==> src/rtl/auth_pwr_ctrl.sv <==
// auth_pwr_ctrl: authentication and power-enable controller.
// Consumes UART bytes, drives pwr_up from configurable start/stop codes,
// applies a rider-off grace delay and counts unrecognised bytes.
// Optional link-loss timeout is compiled in with `define AUTH_TIMEOUT_EN.
module auth_pwr_ctrl #(
   parameter logic [7:0]  ON_CODE   = 8'h67,
   parameter logic [7:0]  STOP_CODE = 8'h73,
   parameter int unsigned OFF_DLY   = 50_000,
   parameter int unsigned TIMEOUT   = 25_000_000
) (
   input  logic       clk,
   input  logic       rst,
   input  logic       rider_off,
   input  logic [7:0] rx_data,
   input  logic       rx_rdy,
   output logic       clr_rx_rdy,
   output logic       pwr_up,
   output logic [7:0] err_cnt,
   output logic       link_lost
);

   localparam logic [1:0] S_OFF      = 2'd0;
   localparam logic [1:0] S_RUN      = 2'd1;
   localparam logic [1:0] S_STOP_REQ = 2'd2;
   localparam logic [1:0] S_GRACE    = 2'd3;

   // Keep the delay counter at least one bit wide so OFF_DLY=0 still elaborates.
   localparam int unsigned DW = (OFF_DLY > 0) ? $clog2(OFF_DLY + 1) : 1;
   localparam logic [DW-1:0] DLY_LAST = (OFF_DLY > 0) ? DW'(OFF_DLY - 1) : '0;

   logic [1:0]    state_q, state_d;
   logic [DW-1:0] dly_q, dly_d;
   logic [7:0]    err_q;
   logic          pwr_q;
   logic          is_on, is_stop, is_err;
   logic          timeout_hit;

   assign clr_rx_rdy = rx_rdy;
   assign is_on      = rx_rdy && (rx_data == ON_CODE);
   assign is_stop    = rx_rdy && (rx_data == STOP_CODE);
   assign is_err     = rx_rdy && !is_on && !is_stop;

`ifdef AUTH_TIMEOUT_EN
   localparam int unsigned TW = (TIMEOUT > 0) ? $clog2(TIMEOUT + 1) : 1;
   localparam logic [TW-1:0] IDLE_LAST = (TIMEOUT > 0) ? TW'(TIMEOUT - 1) : '0;

   logic [TW-1:0] idle_q;
   logic          ll_q;

   // Any byte in the expiry cycle wins over the timeout.
   assign timeout_hit = (state_q == S_RUN) && !rx_rdy && (idle_q == IDLE_LAST);
   assign link_lost   = ll_q;

   // Idle counter counts silent RUN cycles; held at 0 elsewhere.
   always_ff @(posedge clk) begin
      if (rst) begin
         idle_q <= '0;
         ll_q   <= 1'b0;
      end else begin
         if ((state_q == S_RUN) && (state_d == S_RUN) && !rx_rdy) begin
            idle_q <= idle_q + 1'b1;
         end else begin
            idle_q <= '0;
         end
         if (is_on) begin
            ll_q <= 1'b0;
         end else if (timeout_hit) begin
            ll_q <= 1'b1;
         end
      end
   end
`else
   assign timeout_hit = 1'b0;
   assign link_lost   = 1'b0;
`endif

   // Next-state and grace-delay counter logic.
   always_comb begin
      state_d = state_q;
      dly_d   = dly_q;
      case (state_q)
         S_OFF: begin
            if (is_on) state_d = S_RUN;
         end
         S_RUN: begin
            if (is_stop) begin
               state_d = rider_off ? S_OFF : S_STOP_REQ;
            end else if (timeout_hit) begin
               state_d = S_STOP_REQ;
            end
         end
         S_STOP_REQ: begin
            if (is_on) begin
               state_d = S_RUN;
            end else if (rider_off) begin
               dly_d = '0;
               if (OFF_DLY == 0) begin
                  state_d = S_OFF;
               end else begin
                  state_d = S_GRACE;
               end
            end
         end
         S_GRACE: begin
            if (is_on) begin
               state_d = S_RUN;
               dly_d   = '0;
            end else if (!rider_off) begin
               state_d = S_STOP_REQ;
               dly_d   = '0;
            end else if (dly_q == DLY_LAST) begin
               state_d = S_OFF;
               dly_d   = '0;
            end else begin
               dly_d = dly_q + 1'b1;
            end
         end
         default: begin
            state_d = S_OFF;
            dly_d   = '0;
         end
      endcase
   end

   // State, power enable and saturating error counter registers.
   always_ff @(posedge clk) begin
      if (rst) begin
         state_q <= S_OFF;
         dly_q   <= '0;
         err_q   <= 8'h00;
         pwr_q   <= 1'b0;
      end else begin
         state_q <= state_d;
         dly_q   <= dly_d;
         pwr_q   <= (state_d != S_OFF);
         if (is_err && (err_q != 8'hFF)) begin
            err_q <= err_q + 8'h01;
         end
      end
   end

   assign pwr_up  = pwr_q;
   assign err_cnt = err_q;

endmodule

==> config.mk <==
export PLATFORM = sky130hd
export DESIGN_NAME = auth_pwr_ctrl
export DESIGN_NICKNAME = d
export VERILOG_FILES = /design/src/rtl/auth_pwr_ctrl.sv
export SDC_FILE = /design/constraint.sdc
export NUM_CORES = 1
export LEC_CHECK = 0
export BUFFER_PORTS_ARGS = -buffer_cell sky130_fd_sc_hd__buf_4
export CORE_UTILIZATION = 45
export DETAILED_ROUTE_END_ITERATION = 8
export GPL_TIMING_DRIVEN = 1
export PLACE_DENSITY = 0.69
export SYNTH_ARGS = -nofsm -noshare
export SYNTH_HDL_FRONTEND = slang
export SYNTH_SLANG_ARGS = --single-unit
==> constraint.sdc <==
create_clock -name clk -period 2.3 [get_ports clk]
set_input_delay 0.46 -clock clk [delete_from_list [all_inputs] [get_ports clk]]
set_output_delay 0.46 -clock clk [all_outputs]
set_load 0.1 [all_outputs]
==> results of run 1 <==
[stage by stage]
| stage | instances | hold slack [ps] | utilization [%] | area (um^2) |
|---|---|---|---|---|
| after floorplan | 166 | 452.3 | - | 1465 |
| after global placement | 223 | 474.0 | 53.21 | 1638 |
| after detailed placement | 223 | 497.3 | 53.21 | 1638 |
| after CTS | 227 | 397.7 | 54.11 | 1665 |
| after global routing | 227 | 389.6 | 54.11 | 1665 |
| final | 227 | 401.1 | 54.11 | 1665 |
[worst max-delay path by stage]
| stage | startpoint | end | slack (ps) |
|---|---|---|---|
| 3_3_place_gp | rx_data[3] | err_cnt[5]$_SDFFE_PP0P_ | 290 |
| 5_1_grt | dly_q[0]$_SDFFE_PP0P_ | dly_q[8]$_SDFFE_PP0P_ | 120 |
| 4_1_cts | dly_q[0]$_SDFFE_PP0P_ | dly_q[8]$_SDFFE_PP0P_ | 280 |
| 2_1_floorplan | err_cnt[4]$_SDFFE_PP0P_ | err_cnt[3]$_SDFFE_PP0P_ | 20 |
| 3_5_place_dp | rx_data[3] | dly_q[8]$_SDFFE_PP0P_ | 190 |
| 6_report | dly_q[0]$_SDFFE_PP0P_ | dly_q[8]$_SDFFE_PP0P_ | 300 |
[cells by family (layout without fill, tap and decap cells)]
group                      after synthesis  in the layout  synth area share, %
other                                    1              1               0.2564
buffers and inverters                   14             31                4.534
AOI/OAI and AO/OA                       33             33                16.68
adders and majority gates                2              2                1.711
xor gates and xnor gates                16             16                9.581
and+or+nand+nor                         67             67                25.92
muxes                                    6              6                4.363
DFF                                     27             27                36.95
[registers in the layout, summed over array words and instances, names as in the netlist]
| signal | count |
|---|---|
| pwr_up | 1 |
| err_cnt | 8 |
| dly_q | 16 |
| state_q | 2 |
[layer usage]
metal	wire, um	up-vias	global-route usage, %
li1	-	635	-
met1	1430	584	25.75
met2	1606	17	36.20
met3	62	5	2.620
met4	43	0	8.163
met5	0	-	0
[cells in the mapped netlist (all sizes together), types with 6 or more instances]
cell,count,area share (%)
nor3,6,2.1
buf,6,2.5
nand4,6,2.6
xor2,11,6.6
dfxtp,27,37
a21oi,6,2.1
o211ai,7,3.6
nor2,25,6.4
[report_power, final]
group	total [mW]	switching, mW	leakage, nW	internal (mW)
logic	0.103	0.0718	0.389	0.0316
registers	0.479	0.00661	0.219	0.472
clock network	0.208	0.143	0.0177	0.0652
total	0.790	0.221	0.626	0.569
[worst max-delay path: stages, from the launching register on]
cell	delay [ps]
dfxtp_1	400
ha_1	200
or3b_2	490
nor4_4	210
nor3_1	140
o21bai_4	350
nor2_1	110
[area by class of cell]
type | instances | share of cell area, %
flip-flops and latches | 27 | 32.61
multi-input cells | 125 | 51.39
inverters | 5 | 1.127
well taps | 44 | 3.306
clock buffers | 3 | 1.352
clock inverters | 1 | 0.3005
repair buffers | 22 | 9.917
==> results.sh, run 1 <==
export IMPL_path_class="register to register"
export IMPL_whs_path_depth=2
export IMPL_avgViaCountPerCell=5.467
export IMPL_cts_resized=0
export IMPL_htree_levels=1
export IMPL_cts_sinks=27
export IMPL_grt_use_total_pct=20.69
export IMPL_hold_buffers=0
export IMPL_rr_worst_depth=6
export IMPL_drtIter0Drc=70
export IMPL_area_growth_pct=13.86
export IMPL_root_buffer="clkbuf_4"
export IMPL_hold_viol=0
export IMPL_finalMaxSlewViolations=0
export IMPL_timing_rr_start="dly_q[0]$_SDFFE_PP0P_"
export IMPL_grt_pass1_vias=1245
export IMPL_drc=0
export IMPL_status="completed"
export IMPL_dieArea_mm2=0.003482
export IMPL_fill_cells=316
export IMPL_seqCellArea_um2=543.0
export IMPL_path_max_fanout=15
export IMPL_grt_max_degree=21
export IMPL_hp_class="input pin to register"
export IMPL_initial_core_util_pct=47.52
export IMPL_dpl_worst_slack_ps=190.4
export IMPL_finalCriticalPeriod_ps=2002
export IMPL_cap_violations=0
export IMPL_cts_buffers=3
export IMPL_port_buffers=21
export IMPL_core_mm2=0.003078
export IMPL_cp_start_kind="register"
export IMPL_syn_inst=166
export IMPL_hold_path_end="err_cnt[0]$_SDFFE_PP0P_"
export IMPL_drive_gt1_share_pct=18.58
export IMPL_ant_nets=0
export IMPL_period_share_pct=87.06
export IMPL_routed_wl_um=3142
export IMPL_die_x_um=59.01
export IMPL_ys_types=43
export IMPL_r2r_end="dly_q[8]$_SDFFE_PP0P_"
export IMPL_die_h_um=59.01
export IMPL_clock_fmax_ghz=0.4994
export IMPL_p_per_area_mw_per_mm2=474.4
export IMPL_grt_setup_unrepaired="false"
export IMPL_multi_input_area_um2=855.8
export IMPL_diodes=0
export IMPL_worst_slew_pin_slew_ps=671.1
export IMPL_cts_buffer_depth=2
export IMPL_endpoint_kind="register"
export IMPL_ios=23
export IMPL_worstPathArrival_ps=2220
export IMPL_ys_ff_latch=27
export IMPL_ys_seq_area_share_pct=36.95
export IMPL_clock_skew_ps=8.093
export IMPL_required_ps=2510
export IMPL_syn_num_nets=180
export IMPL_total_power_mw=0.7901
export IMPL_place_congestion=0.8314
export IMPL_fin_ws_ps=297.7
export IMPL_antenna_found_initial=0
export IMPL_ys_warnings_count=0
export IMPL_num_rows=20
export IMPL_first_pass_iters=4
export IMPL_clk_insertion_delay_late_ps=330
export IMPL_vias=1241
export IMPL_syn_cell_area_mm2=0.001463
export IMPL_max_slew_margin_rel_pct=55.20
export IMPL_avgRoutedWirePerCell_um=13.84
export IMPL_max_vdd_ir_drop_uv=237.7
export IMPL_fin_nets=198
export IMPL_ys_flop_type="dfxtp_1"
export IMPL_final_cell_mix="25 x nor2_1, 25 x dfxtp_1, 22 x buf_4"
export IMPL_totalNegativeSetupSlack_ps=0
export IMPL_grt_overflow=0
export IMPL_post_cts_buffers=0
export IMPL_r2r_setup_slack_ps=300
export IMPL_leakagePower_nw=0.6259
export IMPL_setup_violations=0
export IMPL_min_from="rst"
export IMPL_synth_avg_cell_area_um2=8.811
export IMPL_synth_edff_count=0
export IMPL_cts_tree="done"
export IMPL_synthArstFlopShare_pct=0
export IMPL_grt_pass1_wl_um=5471
export IMPL_hpwl_um=2368
export IMPL_path_clk_slew_ps=150
Note: power is estimated with default switching activity, not from simulation.
==> run 2, diff against run 1 <==
--- a/config.mk
+++ b/config.mk
@@ -9,7 +9,7 @@
 export CORE_UTILIZATION = 45
 export DETAILED_ROUTE_END_ITERATION = 8
 export GPL_TIMING_DRIVEN = 1
-export PLACE_DENSITY = 0.69
+export PLACE_DENSITY = 0.66
 export SYNTH_ARGS = -nofsm -noshare
 export SYNTH_HDL_FRONTEND = slang
 export SYNTH_SLANG_ARGS = --single-unit
==> results.sh, run 2 (synthesis results as in run 1) <==
export IMPL_combPwrFrac_pct=13.2
export IMPL_routed_wl_um=2946
export IMPL_grt_max_degree=21
export IMPL_cts_resized=0
export IMPL_cts_buffer_depth=2
export IMPL_status="completed"
export IMPL_max_vdd_ir_drop_uv=228.4
export IMPL_drc=0
export IMPL_worst_path_max_delay_cell="or3b_2"
export IMPL_area_growth_pct=13.86
export IMPL_max_slew_margin_rel_pct=56.01
export IMPL_ios=23
export IMPL_sw_frac_of_total_pct=27.92
export IMPL_grt_setup_unrepaired="false"
export IMPL_grt_use_total_pct=18.92
export IMPL_finalCriticalPeriod_ps=1994
export IMPL_dieArea_mm2=0.003482
export IMPL_drive_gt1_share_pct=18.58
export IMPL_setup_violations=0
export IMPL_fin_nets=198
export IMPL_initial_core_util_pct=47.52
export IMPL_place_congestion=0.7808
export IMPL_antenna_found_initial=0
export IMPL_root_buffer="clkbuf_4"
export IMPL_dp_cells=223
export IMPL_finalNonFillerCells=227
export IMPL_p_per_area_mw_per_mm2=473.8
export IMPL_clock_fmax_ghz=0.5015
export IMPL_period_share_pct=86.69
export IMPL_multi_input_area_um2=855.8
export IMPL_port_buffers=21
export IMPL_grt_pass1_vias=1143
export IMPL_required_ps=2520
export IMPL_path_class="register to register"
export IMPL_drtIter0Drc=45
export IMPL_path_clk_slew_ps=140
export IMPL_grt_overflow=0
export IMPL_critPathMaxStageDelay_ps=480
export IMPL_cts_buffers=3
export IMPL_first_pass_iters=4
export IMPL_largest_register_ffs=16
export IMPL_htree_levels=1
export IMPL_die_x_um=59.01
export IMPL_cts_tree="done"
export IMPL_seqCellArea_um2=543.0
export IMPL_leakagePower_nw=0.6259
export IMPL_hold_buffers=0
export IMPL_hp_class="input pin to register"
export IMPL_clk_insertion_delay_late_ps=330
export IMPL_fill_cells=305
export IMPL_post_cts_buffers=0
export IMPL_final_cell_mix="25 x nor2_1, 25 x dfxtp_1, 22 x buf_4"
export IMPL_finalMaxSlewViolations=0
export IMPL_totalNegativeSetupSlack_ps=0
export IMPL_grt_pass1_wl_um=5030
export IMPL_netSwitchingPower_mw=0.2203
export IMPL_hpwl_um=2213
export IMPL_hold_viol=0
export IMPL_core_mm2=0.003078
export IMPL_num_rows=20
export IMPL_avgRoutedWirePerCell_um=12.98
export IMPL_avgViaCountPerCell=5.304
export IMPL_path_cells="ha_1 > or3b_2 > nor4_4 > nor3_1 > o21bai_4 > nor2_1"
export IMPL_p_clk_share_pct=26.2
export IMPL_worstPathArrival_ps=2220
export IMPL_clock_skew_ps=3.374
export IMPL_ant_nets=0
export IMPL_cts_sinks=27
export IMPL_seqPwrFrac_pct=60.6
export IMPL_worst_slew_pin_slew_ps=659.0
export IMPL_cp_start_kind="register"
export IMPL_cap_violations=0
export IMPL_vias=1204
export IMPL_endpoint_kind="register"
export IMPL_diodes=0
export IMPL_path_max_fanout=15
export IMPL_die_h_um=59.01
export IMPL_top_register="dly_q"
export IMPL_internal_power_mw=0.5688
-- run 2: final timing paths --
check | cells past startpoint | slack, ps | endpoint | start
setup / recovery | 6 | 310 | dly_q[11]$_SDFFE_PP0P_ | dly_q[0]$_SDFFE_PP0P_
hold / removal | 2 | 400 | err_cnt[2]$_SDFFE_PP0P_ | rst
setup reg to reg | 6 | 310 | dly_q[11]$_SDFFE_PP0P_ | dly_q[0]$_SDFFE_PP0P_
hold reg to reg | 2 | 500 | dly_q[15]$_SDFFE_PP0P_ | dly_q[15]$_SDFFE_PP0P_
-- run 2: power groups by stage --
stage	Sequential, mW	Combinational, mW	Clock [mW]
floorplan	0.515	0.0461	0
global placement	0.489	0.102	0
detailed placement	0.489	0.103	0
CTS	0.479	0.104	0.214
global route	0.480	0.110	0.238
finish	0.478	0.104	0.207
-- run 2: layout make-up --
cell class	instances	share of cell area, %
Multi-Input combinational cell	125	51.39
Sequential cell	27	32.61
Timing Repair Buffer	22	9.917
Tap cell	44	3.306
Clock buffer	3	1.352
Inverter	5	1.127
Clock inverter	1	0.3005
-- run 2: metrics by stage --
stage | total power [mW] | setup slack, ps | util, % | hold WS [ps] | cell area, um^2
2_1_floorplan | 0.5615 | 20.18 | - | 452.3 | 1465
3_3_place_gp | 0.5901 | 276.3 | 53.21 | 473.7 | 1638
3_5_place_dp | 0.5918 | 215.7 | 53.21 | 486.2 | 1638
4_1_cts | 0.7962 | 315.5 | 54.11 | 397.7 | 1665
5_1_grt | 0.8280 | 170.5 | 54.11 | 395.0 | 1665
6_report | 0.7890 | 306.1 | 54.11 | 403.1 | 1665
-- run 2: worst max-delay path: cells and delay by family, from the launching register on --
family / cells / cell delay, ps
AOI/OAI and AO/OA: 1 / 350
and+or+nand+nor: 4 / 930
DFF: 1 / 400
adders and majority gates: 1 / 210
-- run 2: metal layers --
metal / part of all wire [%] / routed length, um / track usage (%)
met1: 48 / 1421 / 24.32
met2: 49 / 1439 / 30.52
met3: 1.8 / 53 / 3.057
met4: 1.1 / 32 / 9.864
met5: 0 / 0 / 0
